[src/rtl/layer_mac_pkg.sv]
// Shared definitions for the layer engines: parameter defaults, sequencer
// state encoding and the output saturate/ReLU stage.
package layer_mac_pkg;

  localparam int N_IN_DEF   = 784;
  localparam int N_OUT_DEF  = 16;
  localparam int DATA_W_DEF = 8;
  localparam int ACC_W_DEF  = 28;
  localparam int SHIFT_DEF  = 7;

  typedef enum logic [2:0] {
    IDLE,
    RUN,
    DRAIN,
    WRITE,
    DONE
  } state_t;

  // Address width that never collapses to zero bits for a single-entry memory.
  function automatic int addr_w(input int n);
    return (n > 1) ? $clog2(n) : 1;
  endfunction

  // ReLU plus clamp to the largest positive value representable in data_w bits.
  function automatic logic signed [31:0] relu_sat(input logic signed [63:0] r,
                                                  input int data_w);
    logic signed [63:0] max_pos;
    max_pos = (64'sd1 <<< (data_w - 1)) - 64'sd1;
    if (r < 0)            return '0;
    else if (r > max_pos) return max_pos[31:0];
    else                  return r[31:0];
  endfunction

endpackage

[src/rtl/layer_mac_if.sv]
// Controller handshake and memory ports of one layer engine.
interface layer_mac_if
  import layer_mac_pkg::*;
#(
  parameter int N_IN   = N_IN_DEF,
  parameter int N_OUT  = N_OUT_DEF,
  parameter int DATA_W = DATA_W_DEF
) ();

  localparam int IA = addr_w(N_IN);
  localparam int WA = addr_w(N_IN * N_OUT);
  localparam int OA = addr_w(N_OUT);

  logic                     go;
  logic                     done;
  logic                     busy;
  logic [IA-1:0]            in_addr;
  logic signed [DATA_W-1:0] in_data;
  logic [WA-1:0]            w_addr;
  logic signed [DATA_W-1:0] w_data;
  logic                     out_we;
  logic [OA-1:0]            out_addr;
  logic signed [DATA_W-1:0] out_data;

  modport master (
    input  go, in_data, w_data,
    output done, busy, in_addr, w_addr, out_we, out_addr, out_data
  );

  modport slave (
    output go, in_data, w_data,
    input  done, busy, in_addr, w_addr, out_we, out_addr, out_data
  );

endinterface

[src/rtl/layer_mac_mac_acc.sv]
// Multiply-accumulate datapath: full-width signed product, sign-extended
// into a wrapping accumulator with synchronous clear and enable.
module mac_acc
  import layer_mac_pkg::*;
#(
  parameter int DATA_W = DATA_W_DEF,
  parameter int ACC_W  = ACC_W_DEF
) (
  input  logic                     clk,
  input  logic                     reset,
  input  logic                     clr,
  input  logic                     en,
  input  logic signed [DATA_W-1:0] a,
  input  logic signed [DATA_W-1:0] b,
  output logic signed [ACC_W-1:0]  acc_next
);

  logic signed [2*DATA_W-1:0] prod;
  logic signed [ACC_W-1:0]    acc_q;

  assign prod = a * b;

  // NOTE: every always_comb output gets a default first so no path leaves it
  // unassigned; a missing branch would otherwise infer a latch.
  always_comb begin
    acc_next = acc_q;
    if (clr)     acc_next = '0;
    else if (en) acc_next = acc_q + ACC_W'(prod);
  end

  // NOTE: state registers use non-blocking assignments so every flop samples
  // its inputs from before the edge, independent of statement order.
  always_ff @(posedge clk) begin
    if (reset) acc_q <= '0;
    else       acc_q <= acc_next;
  end

endmodule

[src/rtl/layer_mac.sv]
// Fully-connected layer sequencer: walks every (j, i) pair, streams operands
// from synchronous memories into mac_acc and writes one clamped result per j.
module layer_mac
  import layer_mac_pkg::*;
#(
  parameter int N_IN   = N_IN_DEF,
  parameter int N_OUT  = N_OUT_DEF,
  parameter int DATA_W = DATA_W_DEF,
  parameter int ACC_W  = ACC_W_DEF,
  parameter int SHIFT  = SHIFT_DEF
) (
  input logic       clk,
  input logic       reset,
  layer_mac_if.master bus
);

  localparam int IA = addr_w(N_IN);
  localparam int WA = addr_w(N_IN * N_OUT);
  localparam int OA = addr_w(N_OUT);

  state_t                   state_q, state_d;
  logic [IA-1:0]            i_q, i_d, in_addr_q;
  logic [OA-1:0]            j_q, j_d;
  logic [WA-1:0]            w_addr_q, w_addr_run;
  logic                     acc_clr;
  logic                     rd_valid_q;
  logic signed [ACC_W-1:0]  acc_next;
  logic signed [63:0]       shifted;
  logic signed [DATA_W-1:0] result;
  logic                     out_we_q;
  logic [OA-1:0]            out_addr_q;
  logic signed [DATA_W-1:0] out_data_q;

  always_comb begin
    state_d = state_q;
    i_d     = i_q;
    j_d     = j_q;
    acc_clr = 1'b0;
    unique case (state_q)
      IDLE: begin
        if (bus.go) begin
          i_d     = '0;
          j_d     = '0;
          acc_clr = 1'b1;
          state_d = RUN;
        end
      end
      RUN: begin
        if (i_q == IA'(N_IN - 1)) state_d = DRAIN;
        else                      i_d     = i_q + IA'(1);
      end
      DRAIN: state_d = WRITE;
      WRITE: begin
        acc_clr = 1'b1;
        i_d     = '0;
        if (j_q == OA'(N_OUT - 1)) begin
          state_d = DONE;
        end else begin
          j_d     = j_q + OA'(1);
          state_d = RUN;
        end
      end
      DONE:    state_d = IDLE;
      default: state_d = IDLE;
    endcase
  end

  always_ff @(posedge clk) begin
    if (reset) begin
      state_q    <= IDLE;
      i_q        <= '0;
      j_q        <= '0;
      rd_valid_q <= 1'b0;
    end else begin
      state_q    <= state_d;
      i_q        <= i_d;
      j_q        <= j_d;
      rd_valid_q <= (state_q == RUN);
    end
  end

  // Addresses follow the counters during RUN and freeze on the last one shown.
  assign w_addr_run  = WA'(j_q) * WA'(N_IN) + WA'(i_q);
  assign bus.in_addr = (state_q == RUN) ? i_q : in_addr_q;
  assign bus.w_addr  = (state_q == RUN) ? w_addr_run : w_addr_q;

  always_ff @(posedge clk) begin
    if (reset) begin
      in_addr_q <= '0;
      w_addr_q  <= '0;
    end else if (state_q == RUN) begin
      in_addr_q <= i_q;
      w_addr_q  <= w_addr_run;
    end
  end

  mac_acc #(
    .DATA_W (DATA_W),
    .ACC_W  (ACC_W)
  ) u_mac_acc (
    .clk      (clk),
    .reset    (reset),
    .clr      (acc_clr),
    .en       (rd_valid_q),
    .a        (bus.in_data),
    .b        (bus.w_data),
    .acc_next (acc_next)
  );

  // The last product lands on the DRAIN->WRITE edge, so the registered result
  // is formed from the accumulator's next value.
  assign shifted = 64'(acc_next) >>> SHIFT;
  assign result  = DATA_W'(relu_sat(shifted, DATA_W));

  always_ff @(posedge clk) begin
    if (reset) begin
      out_we_q   <= 1'b0;
      out_addr_q <= '0;
      out_data_q <= '0;
    end else begin
      out_we_q   <= (state_d == WRITE);
      out_addr_q <= (state_d == WRITE) ? j_q : '0;
      out_data_q <= (state_d == WRITE) ? result : '0;
    end
  end

  assign bus.out_we   = out_we_q;
  assign bus.out_addr = out_addr_q;
  assign bus.out_data = out_data_q;
  assign bus.busy     = (state_q != IDLE);
  assign bus.done     = (state_q == DONE);

endmodule

[src/flat_wrapper.sv]
// flat-port wrapper written by rule: the top's interface ports become plain ports
module layer_mac_flat import layer_mac_pkg::*;
#(
  parameter int N_IN   = N_IN_DEF,
  parameter int N_OUT  = N_OUT_DEF,
  parameter int DATA_W = DATA_W_DEF,
  parameter int ACC_W  = ACC_W_DEF,
  parameter int SHIFT  = SHIFT_DEF
)
  (clk, reset, bus_go, bus_in_data, bus_w_data, bus_done, bus_busy, bus_in_addr, bus_w_addr, bus_out_we, bus_out_addr, bus_out_data);
  layer_mac_if #(.N_IN(N_IN), .N_OUT(N_OUT), .DATA_W(DATA_W)) bus_i ();
  input logic clk;
  input logic reset;
  input wire logic [$bits(bus_i.go)-1:0] bus_go;
  input wire logic [$bits(bus_i.in_data)-1:0] bus_in_data;
  input wire logic [$bits(bus_i.w_data)-1:0] bus_w_data;
  output wire logic [$bits(bus_i.done)-1:0] bus_done;
  output wire logic [$bits(bus_i.busy)-1:0] bus_busy;
  output wire logic [$bits(bus_i.in_addr)-1:0] bus_in_addr;
  output wire logic [$bits(bus_i.w_addr)-1:0] bus_w_addr;
  output wire logic [$bits(bus_i.out_we)-1:0] bus_out_we;
  output wire logic [$bits(bus_i.out_addr)-1:0] bus_out_addr;
  output wire logic [$bits(bus_i.out_data)-1:0] bus_out_data;
  assign bus_i.go = bus_go;
  assign bus_i.in_data = bus_in_data;
  assign bus_i.w_data = bus_w_data;
  assign bus_done = bus_i.done;
  assign bus_busy = bus_i.busy;
  assign bus_in_addr = bus_i.in_addr;
  assign bus_w_addr = bus_i.w_addr;
  assign bus_out_we = bus_i.out_we;
  assign bus_out_addr = bus_i.out_addr;
  assign bus_out_data = bus_i.out_data;
  layer_mac #(.N_IN(N_IN), .N_OUT(N_OUT), .DATA_W(DATA_W), .ACC_W(ACC_W), .SHIFT(SHIFT)) u_core (.clk(clk), .reset(reset), .bus(bus_i));
endmodule
[config.mk]
export PLATFORM = sky130hd
export DESIGN_NAME = layer_mac_flat
export DESIGN_NICKNAME = d
export VERILOG_FILES = /design/src/rtl/layer_mac_pkg.sv /design/src/rtl/layer_mac_if.sv /design/src/rtl/layer_mac_mac_acc.sv /design/src/rtl/layer_mac.sv /design/src/flat_wrapper.sv
export SDC_FILE = /design/constraint.sdc
export NUM_CORES = 1
export LEC_CHECK = 0
export BUFFER_PORTS_ARGS = -buffer_cell sky130_fd_sc_hd__buf_2
export CAP_MARGIN = 0
export CORE_ASPECT_RATIO = 0.75
export CORE_MARGIN = 2
export CORE_UTILIZATION = 68
export DETAILED_ROUTE_END_ITERATION = 8
export HOLD_SLACK_MARGIN = 0.06
export PLACE_DENSITY = 0.94
export SYNTH_ARGS = -nofsm -noshare
export SYNTH_HDL_FRONTEND = slang
export SYNTH_SLANG_ARGS = --single-unit
[constraint.sdc]
create_clock -name clk -period 11.4 [get_ports clk]
set_input_delay 1.14 -clock clk [delete_from_list [all_inputs] [get_ports clk]]
set_output_delay 1.14 -clock clk [all_outputs]
set_load 0.1 [all_outputs]
==> impl_metrics.tcl <==
set metrics [dict create \
    status "finished, final reports clean" \
    finalCritPeriodShare_pct 62.2 \
    worst-setup-path-type "in -> reg" \
    slew_headroom_pct 35.3 \
    dp_hpwl_mm 16.3 \
    overflow 0 \
    totalWireLength_mm 21.1 \
    insertion_delay_ns 0.34 \
    areaGrowthSynthToFinish_pct 8.38 \
    antenna_left 0 \
    netlist_area_um2 8550 \
    cts-resized-gates 0 \
    synth-async-reset-ratio_pct 0 \
    setup_ws_ns 4.31 \
    critPathLaunchType "input port" \
    antenna_found_initial 0 \
    place.gp.congestion 0.959 \
    dr.pass1.iters 5 \
    synth_edf_count 0 \
    finalClockSkew_ns 0.00743 \
    pre_cts_ws_ns 4.06 \
    grt_pass1_vias 6819 \
    cap_violations 0 \
    n_antenna_cell 0 \
    synth-seq-area-share_pct 19.4 \
    synth_ff_type "dfxtp_1" \
    grt_max_degree 42 \
    track_usage_pct 32.8 \
    cts_max_path_buffers 2 \
    htree_levels 3 \
    yosys_warnings 0 \
    cts_setup_buffers 0 \
    synth_cell_types 67 \
    viasPerCell 6.01 \
    io_buffers 57 \
    vias 6801 \
    drc 0 \
    required_ns 11.58 \
    fin_crit_ns 7.09 \
    clock-root-buffer "clkbuf_16" \
    rsz0062_at_grt "false" \
    synth_fp_nets 1130 \
    cts_hold_buf 0 \
    hold_viol_final 0 \
    grt_pass1_wl_mm 34.7 \
    setup_viol 0 \
    critPathMaxFanout 11 \
    max_freq_mhz 141 \
    critPathCaptureType "flip-flop" \
    avgRoutedWirePerCell_um 18.6 \
    die_w_um 133 \
    die_h_um 101 \
    maxSlewViolCount 0 \
    finalSetupTns_ns 0 \
    io_pins 58 \
    crit_arrival_ns 7.27 \
    hold-worst-slack_ns 0.464 \
    fp-row-count 35 \
    tritoncts "yes" \
    cts-buffers-inserted 9 \
    start_util_pct 69.7 \
    dieArea_um2 13500 \
    drt_iter0_markers 681 \
    fin_nets 1179 \
    synth_cells 912 \
    worstMarginPinSlew_ns 0.956 \
    numClockSinks 83 \
    utilization_pct 75.6 \
    drive_above_1_share_pct 10.0 \
    synth-seq-cells 83 \
    syn_avg_cell_area_um2 9.38 \
    clkTransAtPathRegs_ns 0.07 \
    coreArea_um2 12300 \
    min_path_type "reg -> reg" \
]
==> worst paths after layout <==
path / start / endpoint / slack [ns] / cells past startpoint
min: u_core.in_addr_q[7] / u_core.in_addr_q[7] / 0.46 / 2
max reg2reg: u_core.u_mac_acc.acc_q[6] / u_core.bus.out_data[6] / 5.56 / 18
max: bus_w_data[2] / u_core.bus.out_data[6] / 4.31 / 19
min reg2reg: u_core.in_addr_q[7] / u_core.in_addr_q[7] / 0.46 / 2
==> cell families (layout without fill, tap and decap cells) <==
logic type | after synthesis | count (layout) | synth area share (%)
buffers and inverters | 136 | 190 | 6.15
flip-flops | 83 | 83 | 19.4
adder cells (fa/ha/maj) | 199 | 199 | 39.7
multiplexers | 20 | 20 | 2.36
XOR/XNOR | 44 | 44 | 4.51
other | 1 | 1 | 0.0439
AND/OR/NAND/NOR | 286 | 286 | 16.2
AO/OA/AOI/OAI | 143 | 143 | 11.6
==> synth_stat cells, drive strengths merged (4+ instances only) <==
| library cell | number | share of area, % |
|---|---|---|
| fa | 121 | 28 |
| inv | 109 | 4.8 |
| nand2 | 104 | 4.6 |
| dfxtp | 83 | 19 |
| ha | 78 | 11 |
| nor2 | 66 | 2.9 |
| a21oi | 48 | 2.9 |
| and2 | 42 | 3.1 |
| o21ai | 25 | 1.5 |
| xnor2 | 23 | 2.4 |
| xor2 | 21 | 2.2 |
| mux2i | 19 | 2.2 |
| clkbuf | 16 | 0.70 |
| nand3 | 14 | 0.82 |
| nor2b | 12 | 0.88 |
| and3 | 10 | 0.73 |
| a211oi | 9 | 0.91 |
| buf | 9 | 0.57 |
| nand4 | 9 | 0.66 |
| o211ai | 9 | 1.1 |
| a21o | 8 | 0.70 |
| nor3 | 8 | 0.47 |
| a31oi | 7 | 0.51 |
| nand2b | 6 | 0.44 |
| a41oi | 5 | 0.60 |
| a21boi | 4 | 0.35 |
| a311oi | 4 | 0.48 |
==> sequential cells by signal (all words and copies together), names as in the netlist <==
register                cells
u_core.bus.out_addr         4
u_core.bus.out_data         8
u_core.bus.out_we           1
u_core.i_q                 10
u_core.in_addr_q           10
u_core.j_q                  4
u_core.rd_valid_q           1
u_core.state_q              3
u_core.u_mac_acc.acc_q     28
u_core.w_addr_q            14
==> critical path: stages <==
cell	delay, ns
buf_2	0.16
nand2_1	0.15
inv_1	0.10
fa_1	0.73
inv_1	0.43
fa_1	0.62
inv_1	0.05
fa_1	0.49
fa_1	0.52
ha_1	0.31
ha_1	0.40
o211ai_1	0.13
nor2_2	0.30
a21oi_1	0.15
o311ai_1	0.40
xor2_1	0.11
mux2_2	0.33
a2111oi_4	0.56
a41oi_1	0.19
==> through the flow <==
stage | cells | cell area (µm²)
floorplan | 912 | 8550
global placement | 1116 | 8980
detailed placement | 1116 | 8980
CTS | 1132 | 9270
global route | 1132 | 9270
finish | 1132 | 9270
==> layout by cell type (no fill, tap or decap), types with 9 or more instances in the layout <==
master / n
nand3_1: 14
buf_2: 57
clkbuf_16: 9
fa_1: 121
and2_1: 42
nor2_1: 65
xor2_1: 21
nand2_1: 103
inv_1: 109
ha_1: 78
a21oi_1: 47
mux2i_1: 19
o21ai_0: 24
dfxtp_1: 83
and3_1: 10
nor2b_1: 12
xnor2_1: 23
nand4_1: 9
==> layout make-up <==
cell class | instances | area (µm²)
inverters | 111 | 417
flip-flops and latches | 83 | 1660
fillers | 834 | 2990
multi-input cells | 693 | 6360
well taps | 166 | 208
clock buffers | 10 | 239
clock inverters | 6 | 48.8
repair buffers | 63 | 330
==> layer usage <==
metal  GRT usage (%)  vias up  wire (µm)
met2            51.7      333       9440
met1            48.2     3300       9150
met5               0        -          0
met3            6.03       48       2120
met4            6.96        0        345
li1                -     3120          -
Power is left out: the tool's default activity adds up to more than one toggle a clock period on the data nets, which glitch-free logic cannot reach.
